`src/rtl/mac_job_scheduler.sv`:
```
// mac_job_scheduler: job FIFO plus dispatch FSM in front of the matrix MAC.
// Jobs are queued, issued one at a time over the MAC valid/ready handshake,
// guarded by a watchdog, and retired with one completion record each.
// Optional feature: define MAC_SCHED_PERF_EN to build the per-job cycle
// counter that drives done_cycles; otherwise done_cycles is tied to 0.
`timescale 1ns/1ps
module mac_job_scheduler #(
  parameter int ADDR_W  = 16,
  parameter int DEPTH   = 4,
  parameter int TAG_W   = 4,
  parameter int TIMEOUT = 65535
) (
  input  logic              clk,
  input  logic              reset_n,
  input  logic              job_valid,
  output logic              job_ready,
  input  logic [ADDR_W-1:0] job_weight_base,
  input  logic [ADDR_W-1:0] job_result_start,
  input  logic [TAG_W-1:0]  job_tag,
  input  logic              flush,
  output logic              mac_valid,
  input  logic              mac_ready,
  output logic [ADDR_W-1:0] mac_weight_base,
  output logic [ADDR_W-1:0] mac_result_start,
  output logic              done_valid,
  output logic [TAG_W-1:0]  done_tag,
  output logic              done_timeout,
  output logic [31:0]       done_cycles,
  output logic              busy,
  output logic [4:0]        queue_count
);

  localparam int          PTR_W       = (DEPTH > 1) ? $clog2(DEPTH) : 1;
  localparam logic [4:0]  DEPTH_CNT   = 5'(DEPTH);
  localparam logic [19:0] TIMEOUT_CNT = 20'(TIMEOUT);

  typedef enum logic [2:0] {
    IDLE,
    ISSUE,
    WAIT_ACK,
    RUN,
    DONE
  } state_t;

  state_t state;

  logic [ADDR_W-1:0] weight_mem [DEPTH];
  logic [ADDR_W-1:0] result_mem [DEPTH];
  logic [TAG_W-1:0]  tag_mem    [DEPTH];
  logic [PTR_W-1:0]  wr_ptr;
  logic [PTR_W-1:0]  rd_ptr;
  logic [4:0]        count;
  logic              push;
  logic              pop;

  logic [TAG_W-1:0]  tag_q;
  logic [19:0]       wd;
  logic [19:0]       wd_inc;
  logic              hit_limit;
  logic              to_done;

  assign job_ready   = (count != DEPTH_CNT);
  assign queue_count = count;
  assign push        = job_valid && job_ready && !flush;
  assign pop         = (state == IDLE) && (count != 5'd0) && mac_ready && !flush;

  assign wd_inc    = wd + 20'd1;
  assign hit_limit = (wd_inc == TIMEOUT_CNT);
  assign to_done   = ((state == WAIT_ACK) && hit_limit) ||
                     ((state == RUN) && (mac_ready || hit_limit));

  assign mac_valid  = (state == ISSUE);
  assign done_valid = (state == DONE);
  assign busy       = (state != IDLE) || (count != 5'd0);

  // Job payload storage; contents are only meaningful between the pointers.
  always_ff @(posedge clk) begin
    if (push) begin
      weight_mem[wr_ptr] <= job_weight_base;
      result_mem[wr_ptr] <= job_result_start;
      tag_mem[wr_ptr]    <= job_tag;
    end
  end

  // FIFO pointers and occupancy; flush empties the queue but not the MAC job.
  always_ff @(posedge clk or negedge reset_n) begin
    if (!reset_n) begin
      wr_ptr <= '0;
      rd_ptr <= '0;
      count  <= 5'd0;
    end else if (flush) begin
      wr_ptr <= '0;
      rd_ptr <= '0;
      count  <= 5'd0;
    end else begin
      if (push) begin
        wr_ptr <= wr_ptr + 1'b1;
      end
      if (pop) begin
        rd_ptr <= rd_ptr + 1'b1;
      end
      if (push && !pop) begin
        count <= count + 5'd1;
      end else if (pop && !push) begin
        count <= count - 5'd1;
      end
    end
  end

  // Dispatch FSM: pop, strobe the MAC, follow its ready, retire with status.
  always_ff @(posedge clk or negedge reset_n) begin
    if (!reset_n) begin
      state            <= IDLE;
      mac_weight_base  <= '0;
      mac_result_start <= '0;
      tag_q            <= '0;
      wd               <= '0;
      done_tag         <= '0;
      done_timeout     <= 1'b0;
    end else begin
      case (state)
        IDLE: begin
          if (pop) begin
            mac_weight_base  <= weight_mem[rd_ptr];
            mac_result_start <= result_mem[rd_ptr];
            tag_q            <= tag_mem[rd_ptr];
            wd               <= '0;
            state            <= ISSUE;
          end
        end
        ISSUE: begin
          state <= WAIT_ACK;
        end
        WAIT_ACK: begin
          wd <= wd_inc;
          // The limit wins here so the counter can never step past TIMEOUT
          // on the way into RUN.
          if (hit_limit) begin
            state        <= DONE;
            done_tag     <= tag_q;
            done_timeout <= 1'b1;
          end else if (!mac_ready) begin
            state <= RUN;
          end
        end
        RUN: begin
          wd <= wd_inc;
          if (mac_ready) begin
            state        <= DONE;
            done_tag     <= tag_q;
            done_timeout <= 1'b0;
          end else if (hit_limit) begin
            state        <= DONE;
            done_tag     <= tag_q;
            done_timeout <= 1'b1;
          end
        end
        DONE: begin
          state <= IDLE;
        end
        default: begin
          state <= IDLE;
        end
      endcase
    end
  end

`ifdef MAC_SCHED_PERF_EN
  logic [31:0] perf;
  logic [31:0] perf_inc;
  logic [31:0] done_cycles_q;

  assign perf_inc    = (perf == 32'hFFFF_FFFF) ? perf : perf + 32'd1;
  assign done_cycles = done_cycles_q;

  // Per-job cycle count, latched on the way into DONE and held until the next one.
  always_ff @(posedge clk or negedge reset_n) begin
    if (!reset_n) begin
      perf          <= 32'd0;
      done_cycles_q <= 32'd0;
    end else begin
      if (pop) begin
        perf <= 32'd0;
      end else if ((state == ISSUE) || (state == WAIT_ACK) || (state == RUN)) begin
        perf <= perf_inc;
      end
      if (to_done) begin
        done_cycles_q <= perf_inc;
      end
    end
  end
`else
  logic unused_to_done;
  assign unused_to_done = to_done;
  assign done_cycles    = 32'd0;
`endif

endmodule

```
`config.mk`:
```
export PLATFORM = sky130hd
export DESIGN_NAME = mac_job_scheduler
export DESIGN_NICKNAME = d
export VERILOG_FILES = /design/src/rtl/mac_job_scheduler.sv
export SDC_FILE = /design/constraint.sdc
export NUM_CORES = 1
export LEC_CHECK = 0
export CAP_MARGIN = 20
export CORE_MARGIN = 2
export CORE_UTILIZATION = 60
export DETAILED_ROUTE_END_ITERATION = 16
export PLACE_DENSITY = 0.86
export RECOVER_POWER = 50
export SYNTH_ARGS = -nofsm -noshare
export SYNTH_HDL_FRONTEND = slang
export SYNTH_SLANG_ARGS = --single-unit
```
`constraint.sdc`:
```
create_clock -name clk -period 6.49 [get_ports clk]
set_input_delay 1.298 -clock clk [delete_from_list [all_inputs] [get_ports clk]]
set_output_delay 1.298 -clock clk [all_outputs]
set_load 0.05 [all_outputs]
```
[Word level (Yosys, flattened, before mapping)]
Memories as Yosys holds them, arrays and structs flattened. A register that Yosys moved wholly into a read port is not among the register bits.
Index checks and enable logic that the tools add are counted.
Cells by class
  add/subtract/negate cells: 5
  eq/ne operators: 9
  mux-type cells: 23
  reduce and logical (&&, ||, !) cells: 26
Operators by type and width (number)
  $pmux W20 S2: 1
  $add A20 B1 Y20 const B: 1
  $eq A20 B16 Y1 const B: 1
  $mux W20: 1
  $mux W3: 5
  $mux W5: 3
  $pmux W3 S4: 1
  $mux W2: 4
  $mux W4: 2
  $pmux W4 S2: 1
  $reduce_bool A2 Y1: 4
  $logic_and A1 B1 Y1: 7
  $eq A3 B2 Y1 const B: 2
  $logic_not A1 Y1: 6
  $ne A3 B3 Y1 const B: 2
  $reduce_bool A3 Y1: 2
  $add A5 B1 Y5 const B: 1
  $ne A5 B3 Y1 const B: 1
  $reduce_bool A5 Y1: 1
  $sub A5 B1 Y5 const B: 1
  $add A2 B1 Y2 const B: 2
  $mux W1: 4
  $reduce_and A2 Y1: 2
  $eq A3 B1 Y1 const B: 1
  7 further kinds: 7
Word-level totals
  register bits: 37
  RAM bits: 144
  bits of input ports: 41
  logic and storage cells: 73
  memories: 3
Memory list
  result_mem: words 4, width 16, rd ports 1, clocked after memory_dff 1, wr ports 1, RTL line 48  | logic [ADDR_W-1:0] result_mem [DEPTH];
  weight_mem: words 4, width 16, rd ports 1, clocked after memory_dff 1, wr ports 1, RTL line 47  | logic [ADDR_W-1:0] weight_mem [DEPTH];
  tag_mem: words 4, width 4, rd ports 1, clocked after memory_dff 1, wr ports 1, RTL line 49  | logic [TAG_W-1:0] tag_mem [DEPTH];

[Depth between registers and ports, before layout]
Gate-level depths: netlist of the first run.
  word-level depth: 8
  mapped depth: 11

[Least setup slack after synthesis of the first run]
Ideal clock, no wire load.
  kind: input to register
  start point: input flush
  end point: register count[4], in the netlist queue_count[4]
  data arrival time: 2.921 ns
  required time: 6.358 ns
  slack: 3.437 ns
  cell stages on the path: 10
  path buffers: 1
  path through: clkbuf_1 nor2_1 nand2_1 fa_1 a21oi_1 nor2b_1 o21ai_0 o32a_1 xor2_1 nor2_1
On the way
  word-level cells in the longest chain between the ends: 6
RTL lines
  from (decl): RTL line 20  | input logic flush,
  $logic_not A1 Y1: RTL line 64, 65
  $logic_and A1 B1 Y1: RTL line 65  | assign pop = (state == IDLE) && (count != 5'd0) && mac_ready && !flush;
  $logic_not A1 Y1: RTL line 102  | if (push && !pop) begin
  $logic_and A1 B1 Y1: RTL line 102
  $mux W5: RTL line 102
  $mux W5: RTL line 91  | end else if (flush) begin
  to (signal assigned): RTL line 103  | count <= count + 5'd1;
  to (signal assigned): RTL line 105  | count <= count - 5'd1;
  to (decl): RTL line 52  | logic [4:0] count;
Parallel ways exist; a longest one is shown, timed or not.
A chain may end at the register's enable or synchronous reset.

[Worst setup path after layout of the first run]
  start point: register count[1], in the netlist queue_count[1]
  end point: output busy
On the way
  word-level cells in the longest chain between the ends: 2
RTL lines
  $reduce_bool A5 Y1: RTL line 74  | assign busy = (state != IDLE) || (count != 5'd0);
  $logic_or A1 B1 Y1: RTL line 74
  to (decl): RTL line 29  | output logic busy,
Every way passes these cells.

==> metrics.csv, run 1 <==
metric;value;unit
status;finished clean;
die width;128;µm
reg2reg path depth;10;
Fill cells;915;
Tmin final;3.78;ns
Post-Place Setup Slack;2.59;ns
largest area contributor in the netlist;edfxtp_1;
Critical Setup Path Class;flop to output port;
most frequent cell after synthesis;edfxtp_1;
Worst-Margin Slew;1.08;ns
first element of the critical path;queue_count[1];
core area;15100;µm²
CTS resizes;0;
htree depth;1;
EDFF count, synth;144;
vias per cell;5.92;
Arr. time, crit path;2.48;ns
routability cong.;0.890;
async set or reset register ratio after synthesis;33.6;%
clk sink count;217;
Max-cap violations;0;
Area contributors post-synth;edfxtp_1 47%, dfrtp_1 20%, mux4_2 8.8%;
PD cells;441;nW/µm²
HP Class;flop to flop;
final WL;19600;µm
Seq/Total Area, Yosys;66.6;%
Setup crit end kind;output port;
final cycle utilization of the critical path;58.3;%
RSZ-0062 raised after global routing;no;
CTS tree;done;
largest net degree at the start of global routing;74;
initial antenna violation count;2;
hold buffers post-CTS;0;
Worst-Skew Late Latency;0.52;ns
#FFs+latches synth;217;
Post-Synthesis Cells;647;
PnR worst setup slack;2.71;ns
First DRT Iteration DRCs;425;
# setup viols final;0;
Worst R2R Setup Slack;2.89;ns
DR DRC count;0;
detailed placement HPWL;11700;µm
Critical Path End;busy;
via count;5528;
I/O pins;119;
Clock Path Buffers;3;
Clock Root Buffer;clkbuf_16;
Post-CTS Setup Inserts;0;
Yosys warnings;0;
clk_skew;0.0264;ns
mapped cell area;9240;µm²
vias in the first global route;5679;
Max-slew headroom;27.7;%
register area;6150;µm²
Starting Density;61.0;%
post-synth top area share;46.8;%
drt wl/cell;21.1;µm
DR pass1 iterations;5;
Top FF cell, synth;edfxtp_1;
final hold viol count;0;
Power, Total;4.77;mW
reg2reg end;queue_count[4];
GRT Total Usage;24.7;%
GRT overflow;0;
Clock Pin Slew Worst Setup and Hold Paths;0.06;ns
top cells by count, synth;144 x edfxtp_1, 124 x nand2_1, 73 x dfrtp_1;
post-synthesis area per instance;14.3;µm²
CTS Buf Count;22;
first-pass GRT wire length;30800;µm
antenna-violating nets left;0;
Cell variety after synth;58;
fmax;0.264;GHz
Slew Viols, Final;0;
die area;16400;µm²
Crit path required time;5.19;ns
FP Rows;45;
Final TNS setup;0;ns
fin nets;780;
multi-input combinational cell area;2740;µm²
critical path launch point type;flop;
r2r startpoint;queue_count[1];
# port buffers;86;
layout cell share with drive strength beyond 1;12.6;%
crit-path max FO;5;
Lkg Pwr;4.04;nW
area grow syn2layout;17.1;%
Hold Path Origin;mac_result_start[4];
Die H;128;µm
Peak VDD IR;387;µV
==> sequential cells by signal, summed over array words and instances, names as in the netlist <==
signal,cells
done_tag,4
done_timeout,1
mac_result_start,16
mac_weight_base,16
queue_count,5
rd_ptr,2
result_mem,64
state,3
tag_mem,16
tag_q,4
wd,20
weight_mem,64
wr_ptr,2
==> stage by stage <==
| step | instance area, µm² | utilization [%] | std cells | hold WS (ns) |
|---|---|---|---|---|
| 4_1_cts | 10900 | 71.7 | 932 | 0.478 |
| 2_1_floorplan | 9360 | - | 678 | 0.491 |
| 3_3_place_gp | 10100 | 66.7 | 892 | 0.460 |
| 3_5_place_dp | 10100 | 66.7 | 892 | 0.461 |
| 6_report | 10800 | 71.4 | 933 | 0.478 |
| 5_1_grt | 10800 | 71.4 | 933 | 0.505 |
==> layout by cell type (no fill, tap or decap), types with 5 or more instances in the layout <==
cell type        instances
edfxtp_1               144
nand2_1                124
dfrtp_1                 71
clkdlybuf4s50_1         48
dlygate4sd3_1           37
mux4_2                  36
o21ai_0                 33
conb_1                  32
nor2_1                  26
clkbuf_16               22
nand3_1                 16
inv_1                   12
nand4_1                 10
ha_1                    10
xnor2_1                  8
xor2_1                   6
a21oi_1                  6
buf_4                    6
nor2b_1                  5
o21ai_1                  5
clkbuf_1                 5
==> cell type report <==
type	instances	area share [%]
tap	188	2.17
multi-input combinational	384	25.3
clock inverter	11	1.43
timing repair buffer	91	8.28
inverter	12	0.416
clock buffer	29	5.52
antenna	1	0.0231
sequential	217	56.9
==> worst max-delay path, cell delays in order (launching register included) <==
cell and delay [ns]:
dfrtp_1 0.44, or4_1 0.62, inv_1 0.11, nand3_1 0.08, clkdlybuf4s50_1 0.73
==> logic make-up after synthesis <==
kind of cell,count (synthesis),synth area share [%]
AND/OR/NAND/NOR,218,11.1
flip-flops,217,66.6
buffers and inverters,77,4.77
AO/OA/AOI/OAI,69,5.35
multiplexers,40,9.21
XOR/XNOR,14,1.41
adder cells (fa/ha/maj),11,1.57
other,1,0.0406
==> worst min path at each step <==
stage                     slack, ns                  end  cells after the start
after floorplan                0.49               wd[19]                      2
after global placement         0.46  mac_result_start[2]                      2
after detailed placement       0.46   mac_weight_base[5]                      2
after CTS                      0.48  mac_result_start[4]                      2
after global routing           0.50   mac_weight_base[4]                      2
final                          0.48  mac_result_start[4]                      2
==> power breakdown <==
part           internal [mW]  switching (mW)
clock                  0.774           0.524
sequential              1.71           0.175
combinational          0.555            1.03
==> per-layer routing <==
layer / GRT usage (%) / wire [µm] / vias up / part of all wire (%)
met5: 0 / 8 / - / 0.041
met4: 7.56 / 511 / 2 / 2.6
met3: 4.38 / 1270 / 42 / 6.4
met2: 42.4 / 10200 / 250 / 52
met1: 32.7 / 7700 / 2772 / 39
li1: - / - / 2462 / -
No activity file was read; power rests on OpenSTA's default activity.
==> run 2, diff against run 1 <==
- CORE_UTILIZATION: 60 -> 55
- PLACE_DENSITY: 0.86 -> 0.79
- clock period: 6.49 -> 3.84 ns (I/O delays scaled with it)
==> metrics.csv, run 2 (same netlist as run 1, synthesis figures left out) <==
metric;value;unit
status;complete, but fails checks;
failing checks;max-capacitance violations, max-slew violations;
Max-cap violations;3;
Arr. time, crit path;2.55;ns
reg2reg path depth;10;
PnR worst setup slack;0.527;ns
Tmin final;3.31;ns
CTS Buf Count;23;
Die H;134;µm
commonest non-fill, non-tap cell in the layout;edfxtp_1;
largest net degree at the start of global routing;74;
Crit path required time;3.07;ns
core area;16500;µm²
sw power;2.89;mW
# port buffers;86;
Setup crit end kind;output port;
Clock Pin Slew Worst Setup and Hold Paths;0.06;ns
commonest non-fill, non-tap cells in the layout;144 x edfxtp_1, 124 x nand2_1, 71 x dfrtp_1;
# setup viols final;0;
final WL;18800;µm
Largest regs;result_mem (64), weight_mem (64), wd (20);
Reg power frac;39.7;%
initial antenna violation count;4;
Worst-Margin Slew;1.88;ns
final instance area;11000;µm²
RSZ-0062 raised after global routing;no;
routability cong.;0.857;
Critical Setup Path Class;flop to output port;
HP Class;flop to flop;
fmax;0.302;GHz
DR DRC count;0;
Sw Ratio;35.7;%
detailed placement HPWL;11300;µm
fin nets;783;
hold depth;2;
Clock Root Buffer;clkbuf_16;
htree depth;1;
final cycle utilization of the critical path;86.3;%
PD cells;739;nW/µm²
placed inst area;10200;µm²
Final TNS setup;0;ns
via count;5493;
CTS tree;done;
Post-Place Cells;926;
vias in the first global route;5596;
Lkg Pwr;4.08;nW
First DRT Iteration DRCs;327;
final hold viol count;0;
Non-Filler Instances;971;
I/O pins;119;
clock power share;28.0;%
crit-path max FO;5;
clk sink count;217;
Clock Path Buffers;3;
Worst-Skew Late Latency;0.51;ns
GRT overflow;0;
Slew Viols, Final;112;
hold buffers post-CTS;0;
clk_skew;0.00901;ns
area grow syn2layout;18.6;%
design internal power;5.21;mW
Power, Total;8.10;mW
first-pass GRT wire length;30400;µm
antenna-violating nets left;0;
GRT Total Usage;21.8;%
vias per cell;5.66;
CTS resizes;0;
combinational share of power;32.4;%
Post-CTS Setup Inserts;0;
Peak VDD IR;494;µV
Post-Place Setup Slack;0.528;ns
Max-slew headroom;-25.5;%
layout cell share with drive strength beyond 1;13.0;%
Starting Density;55.9;%
drt wl/cell;19.4;µm
die width;134;µm
critical path launch point type;flop;
FP Rows;47;
DR pass1 iterations;6;
die area;17900;µm²
## run 2: path summary, 6_finish.rpt
path | start | slack, ns | to
max | queue_count[1] | 0.53 | busy
min | mac_result_start[0] | 0.47 | mac_result_start[0]
max reg2reg | queue_count[1] | 0.70 | queue_count[4]
min reg2reg | mac_result_start[0] | 0.47 | mac_result_start[0]
max in group asynchronous | reset_n | 1.81 | rd_ptr[0]
min in group asynchronous | reset_n | 0.79 | mac_result_start[8]
## run 2: power by group through the flow
stage                     Combinational (mW)  Clock (mW)  Sequential, mW
after CTS                               2.66        2.30            3.21
after detailed placement                2.63           0            3.25
after floorplan                         1.33           0            3.78
final                                   2.62        2.27            3.21
after global routing                    2.81        2.39            3.27
after global placement                  2.57           0            3.23
## run 2: area by class of cell
cell class	instances	area [µm²]
multi-input combinational	384	2760
clock inverter	13	181
tap	220	275
timing repair buffer	93	933
clock buffer	29	598
inverter	12	45.0
antenna	3	7.51
fill	1133	5570
sequential	217	6150
## run 2: worst max-delay path, stage by stage (launching register included)
cell,delay (ns)
dfrtp_1,0.45
or4_1,0.67
inv_1,0.12
nand3_1,0.08
clkdlybuf4s50_1,0.72
## run 2: per-layer routing
layer / up-vias / track usage [%] / wire length [µm]
li1: 2477 / - / -
met3: 34 / 4.19 / 1060
met1: 2777 / 29.3 / 7960
met4: 4 / 4.55 / 250
met5: - / 0 / 21
met2: 201 / 37.6 / 9490
## run 2: metrics by stage
stage	util (%)	hold slack, ns
2_1_floorplan	-	0.472
3_3_place_gp	61.6	0.457
3_5_place_dp	61.6	0.462
4_1_cts	66.4	0.464
5_1_grt	66.3	0.498
6_report	66.3	0.474
